[config.mk]
export PLATFORM = sky130hd
export DESIGN_NAME = msip_injector
export DESIGN_NICKNAME = d
export VERILOG_FILES = /design/src/rtl/msip_injector.sv
export SDC_FILE = /design/constraint.sdc
export NUM_CORES = 1
export LEC_CHECK = 0
export ABC_CLOCK_PERIOD_IN_PS = 5640
export CAP_MARGIN = 20
export CORE_ASPECT_RATIO = 1.2
export CORE_MARGIN = 2
export CORE_UTILIZATION = 25
export CTS_BUF_LIST = sky130_fd_sc_hd__clkbuf_8
export CTS_CLUSTER_SIZE = 30
export DETAILED_ROUTE_END_ITERATION = 6
export PLACE_DENSITY = 0.52
export SLEW_MARGIN = 0
export SYNTH_ARGS = -nofsm -noshare
export SYNTH_HDL_FRONTEND = slang
export SYNTH_SLANG_ARGS = --single-unit
export TNS_END_PERCENT = 20
[constraint.sdc]
create_clock -name clock -period 5.64 [get_ports clock]
set_input_delay 1.41 -clock clock [delete_from_list [all_inputs] [get_ports clock]]
set_output_delay 1.41 -clock clock [all_outputs]
set_load 0.1 [all_outputs]
[src/rtl/msip_injector.sv]
// msip_injector
// Turns the coverage monitor's raw stall level into a controlled
// machine-software-interrupt drive for the core pipeline. Each MSIP pulse is
// held for a bounded time and followed by a cooldown. Injections that bring no
// coverage progress count as strikes. When the strike budget is used up, a
// one-cycle give_up pulse asks the fuzz manager to end the round.
//
// Ports:
//   clock        rising-edge clock
//   reset        synchronous, active-high reset
//   stall_i      stall/watchdog level from the coverage monitor
//   cov          live coverage sum from the DUT
//   round_done   current fuzz round has finished (tohost bit 0)
//   trap_ack     core has taken the software-interrupt trap
//   msip         registered drive for io_interrupts_msip
//   give_up      registered one-cycle round-termination request
//   inject_count injections issued in the current round (saturating)
//   state        FSM state: 0 IDLE, 1 ASSERT, 2 COOLDOWN, 3 GAVE_UP
module msip_injector #(
  parameter int COV_W      = 30,
  parameter int HOLD_MAX   = 64,
  parameter int COOLDOWN   = 256,
  parameter int MAX_INJECT = 4,
  parameter int CNT_W      = 16
) (
  input  logic             clock,
  input  logic             reset,
  input  logic             stall_i,
  input  logic [COV_W-1:0] cov,
  input  logic             round_done,
  input  logic             trap_ack,
  output logic             msip,
  output logic             give_up,
  output logic [CNT_W-1:0] inject_count,
  output logic [1:0]       state
);

  localparam int HOLD_W = (HOLD_MAX > 1) ? $clog2(HOLD_MAX) : 1;
  localparam int COOL_W = (COOLDOWN > 1) ? $clog2(COOLDOWN) : 1;
  // Strikes must be able to hold the value MAX_INJECT itself.
  localparam int STRK_W = $clog2(MAX_INJECT + 1);

  localparam logic [HOLD_W-1:0] HOLD_LAST  = HOLD_W'(HOLD_MAX - 1);
  localparam logic [COOL_W-1:0] COOL_LAST  = COOL_W'(COOLDOWN - 1);
  localparam logic [STRK_W-1:0] STRK_LIMIT = STRK_W'(MAX_INJECT);
  localparam logic [CNT_W-1:0]  CNT_SAT    = {CNT_W{1'b1}};

  typedef enum logic [1:0] {
    ST_IDLE     = 2'd0,
    ST_ASSERT   = 2'd1,
    ST_COOLDOWN = 2'd2,
    ST_GAVE_UP  = 2'd3
  } state_e;

  state_e             state_r;
  state_e             state_s;
  logic               msip_r;
  logic               msip_s;
  logic               give_up_r;
  logic               give_up_s;
  logic [CNT_W-1:0]   inject_count_r;
  logic [CNT_W-1:0]   inject_count_s;
  logic [STRK_W-1:0]  strikes_r;
  logic [STRK_W-1:0]  strikes_s;
  logic [STRK_W-1:0]  strikes_eff_s;
  logic [HOLD_W-1:0]  hold_cnt_r;
  logic [HOLD_W-1:0]  hold_cnt_s;
  logic [COOL_W-1:0]  cool_cnt_r;
  logic [COOL_W-1:0]  cool_cnt_s;
  logic [COV_W-1:0]   pre_cov_r;
  logic               progress_s;

  // Progress detection: any change of the coverage sum since last cycle
  // wipes the strike count before this cycle's decision uses it.
  always_comb begin
    progress_s    = (cov != pre_cov_r);
    strikes_eff_s = strikes_r;
    if (progress_s) begin
      strikes_eff_s = {STRK_W{1'b0}};
    end else begin
      strikes_eff_s = strikes_r;
    end
  end

  // Next-state and next-output logic; round_done overrides every state.
  always_comb begin
    state_s        = state_r;
    inject_count_s = inject_count_r;
    strikes_s      = strikes_eff_s;
    hold_cnt_s     = hold_cnt_r;
    cool_cnt_s     = cool_cnt_r;
    give_up_s      = 1'b0;

    if (round_done) begin
      state_s        = ST_IDLE;
      inject_count_s = {CNT_W{1'b0}};
      strikes_s      = {STRK_W{1'b0}};
      hold_cnt_s     = {HOLD_W{1'b0}};
      cool_cnt_s     = {COOL_W{1'b0}};
    end else begin
      case (state_r)
        ST_IDLE: begin
          if (stall_i) begin
            if (strikes_eff_s < STRK_LIMIT) begin
              state_s    = ST_ASSERT;
              strikes_s  = strikes_eff_s + STRK_W'(1);
              hold_cnt_s = {HOLD_W{1'b0}};
              if (inject_count_r != CNT_SAT) begin
                inject_count_s = inject_count_r + CNT_W'(1);
              end else begin
                inject_count_s = inject_count_r;
              end
            end else begin
              state_s   = ST_GAVE_UP;
              give_up_s = 1'b1;
            end
          end else begin
            state_s = ST_IDLE;
          end
        end
        ST_ASSERT: begin
          // An ack or the hold limit ends the pulse, whichever comes first.
          if (trap_ack || (hold_cnt_r == HOLD_LAST)) begin
            state_s    = ST_COOLDOWN;
            cool_cnt_s = {COOL_W{1'b0}};
            hold_cnt_s = {HOLD_W{1'b0}};
          end else begin
            hold_cnt_s = hold_cnt_r + HOLD_W'(1);
          end
        end
        ST_COOLDOWN: begin
          // stall_i and trap_ack are deliberately ignored while cooling down.
          if (cool_cnt_r == COOL_LAST) begin
            state_s    = ST_IDLE;
            cool_cnt_s = {COOL_W{1'b0}};
          end else begin
            cool_cnt_s = cool_cnt_r + COOL_W'(1);
          end
        end
        ST_GAVE_UP: begin
          // Sticky until round_done or reset; progress alone does not leave.
          state_s = ST_GAVE_UP;
        end
        default: begin
          state_s = ST_IDLE;
        end
      endcase
    end

    msip_s = (state_s == ST_ASSERT);
  end

  // State, counter and output registers.
  always_ff @(posedge clock) begin
    if (reset) begin
      state_r        <= ST_IDLE;
      msip_r         <= 1'b0;
      give_up_r      <= 1'b0;
      inject_count_r <= {CNT_W{1'b0}};
      strikes_r      <= {STRK_W{1'b0}};
      hold_cnt_r     <= {HOLD_W{1'b0}};
      cool_cnt_r     <= {COOL_W{1'b0}};
      pre_cov_r      <= {COV_W{1'b0}};
    end else begin
      state_r        <= state_s;
      msip_r         <= msip_s;
      give_up_r      <= give_up_s;
      inject_count_r <= inject_count_s;
      strikes_r      <= strikes_s;
      hold_cnt_r     <= hold_cnt_s;
      cool_cnt_r     <= cool_cnt_s;
      pre_cov_r      <= cov;
    end
  end

  assign msip         = msip_r;
  assign give_up      = give_up_r;
  assign inject_count = inject_count_r;
  assign state        = state_r;

endmodule
# ---- Yosys cells after proc, flatten, opt, wreduce, memory -nomap -nowiden
# Index checks and enable logic that the tools add are counted.
dict set report totals {
  reg_bits 67
  output_inout_bits 20
  input_bits 35
  wordCells 53
}
dict set report classes {
  order_cmp 1
  eq_ne 11
  reduce_logical 9
  mux 18
  bitwise 2
  n_addsub 4
}
# op count
set op_table {}
lappend op_table {{!= test 30 bit} 1}
lappend op_table {{2-to-1 mux 6 bit} 3}
lappend op_table {{adder 16 x 1 -> 16 bit, second input constant} 1}
lappend op_table {{2-to-1 mux 8 bit} 2}
lappend op_table {{!= test 16 bit, second input constant} 1}
lappend op_table {{case mux 8 bit (2 select lines)} 1}
lappend op_table {{2-to-1 mux 3 bit} 4}
lappend op_table {{case mux 6 bit (2 select lines)} 1}
lappend op_table {{2-to-1 mux 2 bit} 5}
lappend op_table {{adder 8 x 1 -> 8 bit, second input constant} 1}
lappend op_table {{== test 8 bit, second input constant} 1}
lappend op_table {{case mux 2 bit (4 select lines)} 1}
lappend op_table {{adder 6 x 1 -> 6 bit, second input constant} 1}
lappend op_table {{== test 6 bit, second input constant} 1}
lappend op_table {{!= test 2 bit, second input constant} 3}
lappend op_table {{== test 2 x 1 -> 1 bit, second input constant} 2}
lappend op_table {{== test 2 bit, second input constant} 2}
lappend op_table {{AND reduction 4 bit} 1}
lappend op_table {{nonzero test 2 bit} 2}
lappend op_table {{OR reduction 4 bit} 1}
lappend op_table {{adder 3 x 1 -> 3 bit, second input constant} 1}
lappend op_table {{less-than comparator 3 bit, second input constant} 1}
lappend op_table {{AND reduction 3 bit} 1}
lappend op_table {{logical NOT 2 bit} 1}
lappend op_table {{other kinds (5)} 6}

# ---- Depth between registers and ports, before layout
dict set report logic_depth {
  word_depth 8
  ltp_mapped 9
  mapped_depth_nobuf 8
}

# ---- Worst setup path before layout
# OpenSTA, ideal clock, no wires.
dict set report synth_timing {
  kind {input port to flip-flop}
  start {in cov[2]}
  end {reg inject_count_r[11] (netlist: inject_count[11])}
  arrival_time_ps 2806
  cell_stages 9
  required_ps 5569
  path_buffers 3
  setup_ps 71
  slack_ps 2763
  path_cell_list {xor2_1 -> nor4_2 -> and4bb_4 -> and2_4 -> buf_6 -> buf_6 -> buf_8 -> o21ai_1 -> a21oi_1}
}
dict set report synth_between {
  elab_chain_len 4
}
# item line
set synth_rtl {}
lappend synth_rtl {{start, declared} 29} ;# input logic [COV_W-1:0] cov,
lappend synth_rtl {{!= test 30 bit} 76} ;# progress_s = (cov != pre_cov_r);
lappend synth_rtl {{2-to-1 mux 3 bit} 78} ;# if (progress_s) begin
lappend synth_rtl {{less-than comparator 3 bit} 104} ;# if (strikes_eff_s < STRK_LIMIT) begin
lappend synth_rtl {{AND reduction 4 bit (no source line)} n/a}
lappend synth_rtl {{end signal, assigned} 159} ;# inject_count_r <= {CNT_W{1'b0}};
lappend synth_rtl {{end signal, assigned} 168} ;# inject_count_r <= inject_count_s;
lappend synth_rtl {{end, declared} 61} ;# logic [CNT_W-1:0] inject_count_r;
# Every way passes these cells.
# A chain may end at the register's enable or synchronous reset.

# ---- Worst setup path after layout
dict set report layout_timing {
  start {reg state_r[0] (netlist: state[0])}
  end {out state[0]}
}
# item line
set layout_rtl {}
lappend layout_rtl {{start, declared} 55} ;# state_e state_r;
lappend layout_rtl {{start signal, assigned} 165} ;# state_r <= state_s;
lappend layout_rtl {{end, declared} 35} ;# output logic [1:0] state
# No word-level cell between the ends.

==> results by stage <==
Clock tree:
- TritonCTS built the clock tree.
- Post-CTS timing repair inserted 0 buffers for setup.
- CTS built an H-tree with a depth of 3.
- The clock latency of the later-clocked register in the worst-skew pair is 0.34 ns.
- In this run the clock root is driven by a sky130_fd_sc_hd__clkbuf_8.
- The count of instances resized after the clock tree is built is 0.
- No sink is reached through more buffers than the 2 on the longest clock path.
- The count of clock tree sinks is 67.
- The register clock-pin slew on the reported worst setup and hold paths is 0.07 ns.
- The hold buffer count at CTS is 0.
- The number of clock buffers added by TritonCTS is 9.

Global route:
- The total congestion overflow is 0.
- Across every metal layer, demand over resource in global routing totals 0.113.
- The pin count of the biggest net entering global routing is 37.
- The number of global-route vias before repair is 2534.
- The initial antenna violation count was 0.
- The global-route wire length before repair is 12200 um.

Floorplan:
- The starting density of the core is 0.256.
- The core region is 0.0121 mm^2.
- The die is 105 um wide.
- In this run the core area contains 44 standard-cell rows.
- 55 I/O pins were placed.
- The die covers 0.0133 mm^2.
- The floorplan die height is 126 um.

STA:
- The maximum clock frequency is 289 MHz.
- The number of hold violations in the final report is 0.
- The worst slack on hold paths is 0.462 ns.
- For the pin with the worst max-slew slack, the measured transition is 1.03 ns.
- The number of max-slew violations in the final report is 0.
- The final worst clock skew is 0.00927 ns.
- The post-route setup TNS is 0 ns.
- The part of the cycle the worst path needs is 0.613.
- In this run the tightest slew margin relative to its limit is 0.311.
- The post-route minimum period is 3.46 ns.
- The final setup violation count is 0.
- Setup repair after global routing left no endpoint under its margin.

Detailed routing:
- The violation count after the first detailed-route iteration is 75.
- The post-detailed-routing wire length is 7140 um.
- Using the TritonRoute via totals, the vias-per-cell ratio works out to 4.70.
- The number of iterations in the first detailed-routing pass is 4.
- The remaining routing DRC violations is 0.
- Summing over every cut layer, the via total after detailed routing is 2642.
- The wire length per cell after detailed routing is 12.7 um.
- The number of antenna-violating nets in the routed design is 0.

Logic synthesis:
- The top flip-flop cell by instance count after synthesis is sky130_fd_sc_hd__dfxtp_1.
- The post-synthesis sequential element count is 67.
- In the post-synthesis netlist, the biggest area contributors are sky130_fd_sc_hd__dfxtp_1 (43%), sky130_fd_sc_hd__xnor2_1 (6.8%), sky130_fd_sc_hd__nor2b_1 (6.1%).
- Counting distinct cell types in the post-synthesis netlist gives 52.
- In this run the cell area of the synthesized design comes to 0.00309 mm^2.
- In this run, synthesis inferred 0 flip-flops with an integrated enable.
- The synthesized instance count is 341.
- The mean area per synthesized cell is 9.05 um^2.
- The share of the Yosys chip area taken by registers is 0.435.
- The share of synthesized area in the top cell type comes to 0.435.
- The biggest area consumer among synthesized cells is sky130_fd_sc_hd__dfxtp_1.
- The post-synthesis net count is 380.
- After synthesis, the share of flip-flops with an asynchronous set or reset is 0.
- The Yosys step of the flow raised 0 warnings.

Cells and area:
- The area added between synthesis and finish is 31.1%.
- The filler cell count is 1264.
- The library cell used most frequently in the layout, excluding fill and tap cells, is sky130_fd_sc_hd__dfxtp_1.
- Across the whole layout, storage elements account for 0.00134 mm^2.
- The net count reported at finish is 435.
- After routing the design area is 0.00405 mm^2.
- The layout cell share with drive strength beyond 1 is 0.0748.
- The library cells used most frequently in the layout, excluding fill and tap cells, are sky130_fd_sc_hd__dfxtp_1 (67), sky130_fd_sc_hd__clkdlybuf4s50_1 (54), sky130_fd_sc_hd__nor2b_1 (30), sky130_fd_sc_hd__xnor2_1 (24), sky130_fd_sc_hd__nand2_1 (24).
- The multi-input logic area is 0.00167 mm^2.
- The final antenna diode count is 0.
- The post-layout utilization of the core is 0.336.

Min path:
- The type of the tightest min-delay check is flop to flop.

Power:
- Summed over all cells, the static leakage comes to 0.00138 uW.
- Overall power consumption after layout is estimated at 1140 uW.
- Dividing total power by cell area gives a power density of 281 mW/mm^2.
- The peak ir drop on the vdd network is 0.000132 V.

Worst setup path:
- The slowest cell on the critical path is sky130_fd_sc_hd__clkdlybuf4s50_1.
- Together, buffers and inverters on the worst path number 1.
- The critical path launch point type is a flop.
- The endpoint required time on the critical path is 4.23 ns.
- The worst-path maximum fanout is 9.
- The kind of cell with the highest combined delay along the critical path is buffers and inverters.
- The setup path with the least slack is of type flop to output port.
- The critical path endpoint category is an output port.
- The critical path goes through clkdlybuf4s50_1.
- For the worst setup path, the data arrival time is 2.05 ns.
- The delay of the slowest cell on the worst path is 1.21 ns.

Placed design:
- The final weighted congestion in routability-driven placement is 0.745.
- The count of port buffers added during placement is 54.
- Summing all placed instances gives a cell area of 0.00377 mm^2.
- The post-detailed-placement half-perimeter wirelength is 5410 um.

Flow run:
- The tool flagged a number of max-cap violations equal to 0.

Status:
- The run finished with clean final reports.
cell type report:
type | instances | share of cell area
clock buffer | 10 | 0.0340
clock inverter | 6 | 0.0337
inverter | 2 | 0.00186
multi-input combinational | 260 | 0.412
sequential | 67 | 0.331
tap | 161 | 0.0498
timing repair buffer | 56 | 0.137
cell families (layout without fill, tap and decap cells):
family	count (synthesis)	after routing	share of synthesized area
DFF	67	67	0.435
buffers and inverters	14	74	0.0255
xor gates and xnor gates	31	31	0.0880
muxes	3	3	0.00973
AOI/OAI and AO/OA	68	68	0.144
and+or+nand+nor	154	154	0.282
adders and majority gates	4	4	0.0162
cell usage after synthesis (2+ instances only):
library cell	n
sky130_fd_sc_hd__o31ai_1	2
sky130_fd_sc_hd__and2_1	4
sky130_fd_sc_hd__mux2i_1	3
sky130_fd_sc_hd__ha_1	4
sky130_fd_sc_hd__xor2_1	7
sky130_fd_sc_hd__xnor2_1	24
sky130_fd_sc_hd__nand4_1	13
sky130_fd_sc_hd__or4_1	2
sky130_fd_sc_hd__inv_1	2
sky130_fd_sc_hd__a41o_1	2
sky130_fd_sc_hd__nand2_1	24
sky130_fd_sc_hd__nor4_2	2
sky130_fd_sc_hd__nand3b_1	2
sky130_fd_sc_hd__nand2b_1	4
sky130_fd_sc_hd__clkbuf_1	9
sky130_fd_sc_hd__nand3_1	17
sky130_fd_sc_hd__o21ai_1	5
sky130_fd_sc_hd__or2_2	2
sky130_fd_sc_hd__o21ai_0	19
sky130_fd_sc_hd__nor2_1	22
sky130_fd_sc_hd__o311ai_0	2
sky130_fd_sc_hd__and4_1	2
sky130_fd_sc_hd__a31oi_1	6
sky130_fd_sc_hd__nor2b_1	30
sky130_fd_sc_hd__o41ai_1	2
sky130_fd_sc_hd__buf_6	2
sky130_fd_sc_hd__a21oi_1	16
sky130_fd_sc_hd__nor4_1	2
sky130_fd_sc_hd__dfxtp_1	67
sky130_fd_sc_hd__or3_1	12
sky130_fd_sc_hd__nor3_1	2
sky130_fd_sc_hd__nor3b_1	2
sky130_fd_sc_hd__and3_1	8
power breakdown:
group          internal, uW  total [uW]  switching [uW]  leakage (uW)
Clock                   351         542             191      0.000133
Combinational          49.8         103            53.0      0.000699
Sequential              486         494            7.51      0.000549
per-layer routing:
metal  vias up  wire, um  GRT usage
li1       1338         -          -
met1      1226      3230      0.137
met2        67      3430      0.192
met3        11       386     0.0305
met4         0       101     0.0376
met5         -         0          0
stage by stage:
stage / instances / setup slack [ns]
after global routing: 562 / 2.12
after CTS: 562 / 2.16
after global placement: 546 / 2.10
final: 562 / 2.18
after floorplan: 341 / 2.76
after detailed placement: 546 / 2.08
sequential cells by signal, indices dropped and copies added (netlist names):
| signal | count |
|---|---|
| pre_cov_r | 30 |
| inject_count | 16 |
| cool_cnt_r | 8 |
| hold_cnt_r | 6 |
| strikes_r | 3 |
| state | 2 |
| give_up | 1 |
| msip | 1 |
worst paths after layout:
check | slack, ns | cells past startpoint | to | start
worst max-delay path | 2.18 | 1 | state[0] | state[0]$_SDFF_PP0_
worst min-delay path | 0.46 | 1 | hold_cnt_r[5]$_SDFFE_PP0P_ | hold_cnt_r[5]$_SDFFE_PP0P_
worst max register to register | 3.52 | 7 | msip$_SDFF_PP0_ | hold_cnt_r[0]$_SDFFE_PP0P_
worst min register to register | 0.46 | 1 | hold_cnt_r[5]$_SDFFE_PP0P_ | hold_cnt_r[5]$_SDFFE_PP0P_
Note: power is estimated with default switching activity, not from simulation.
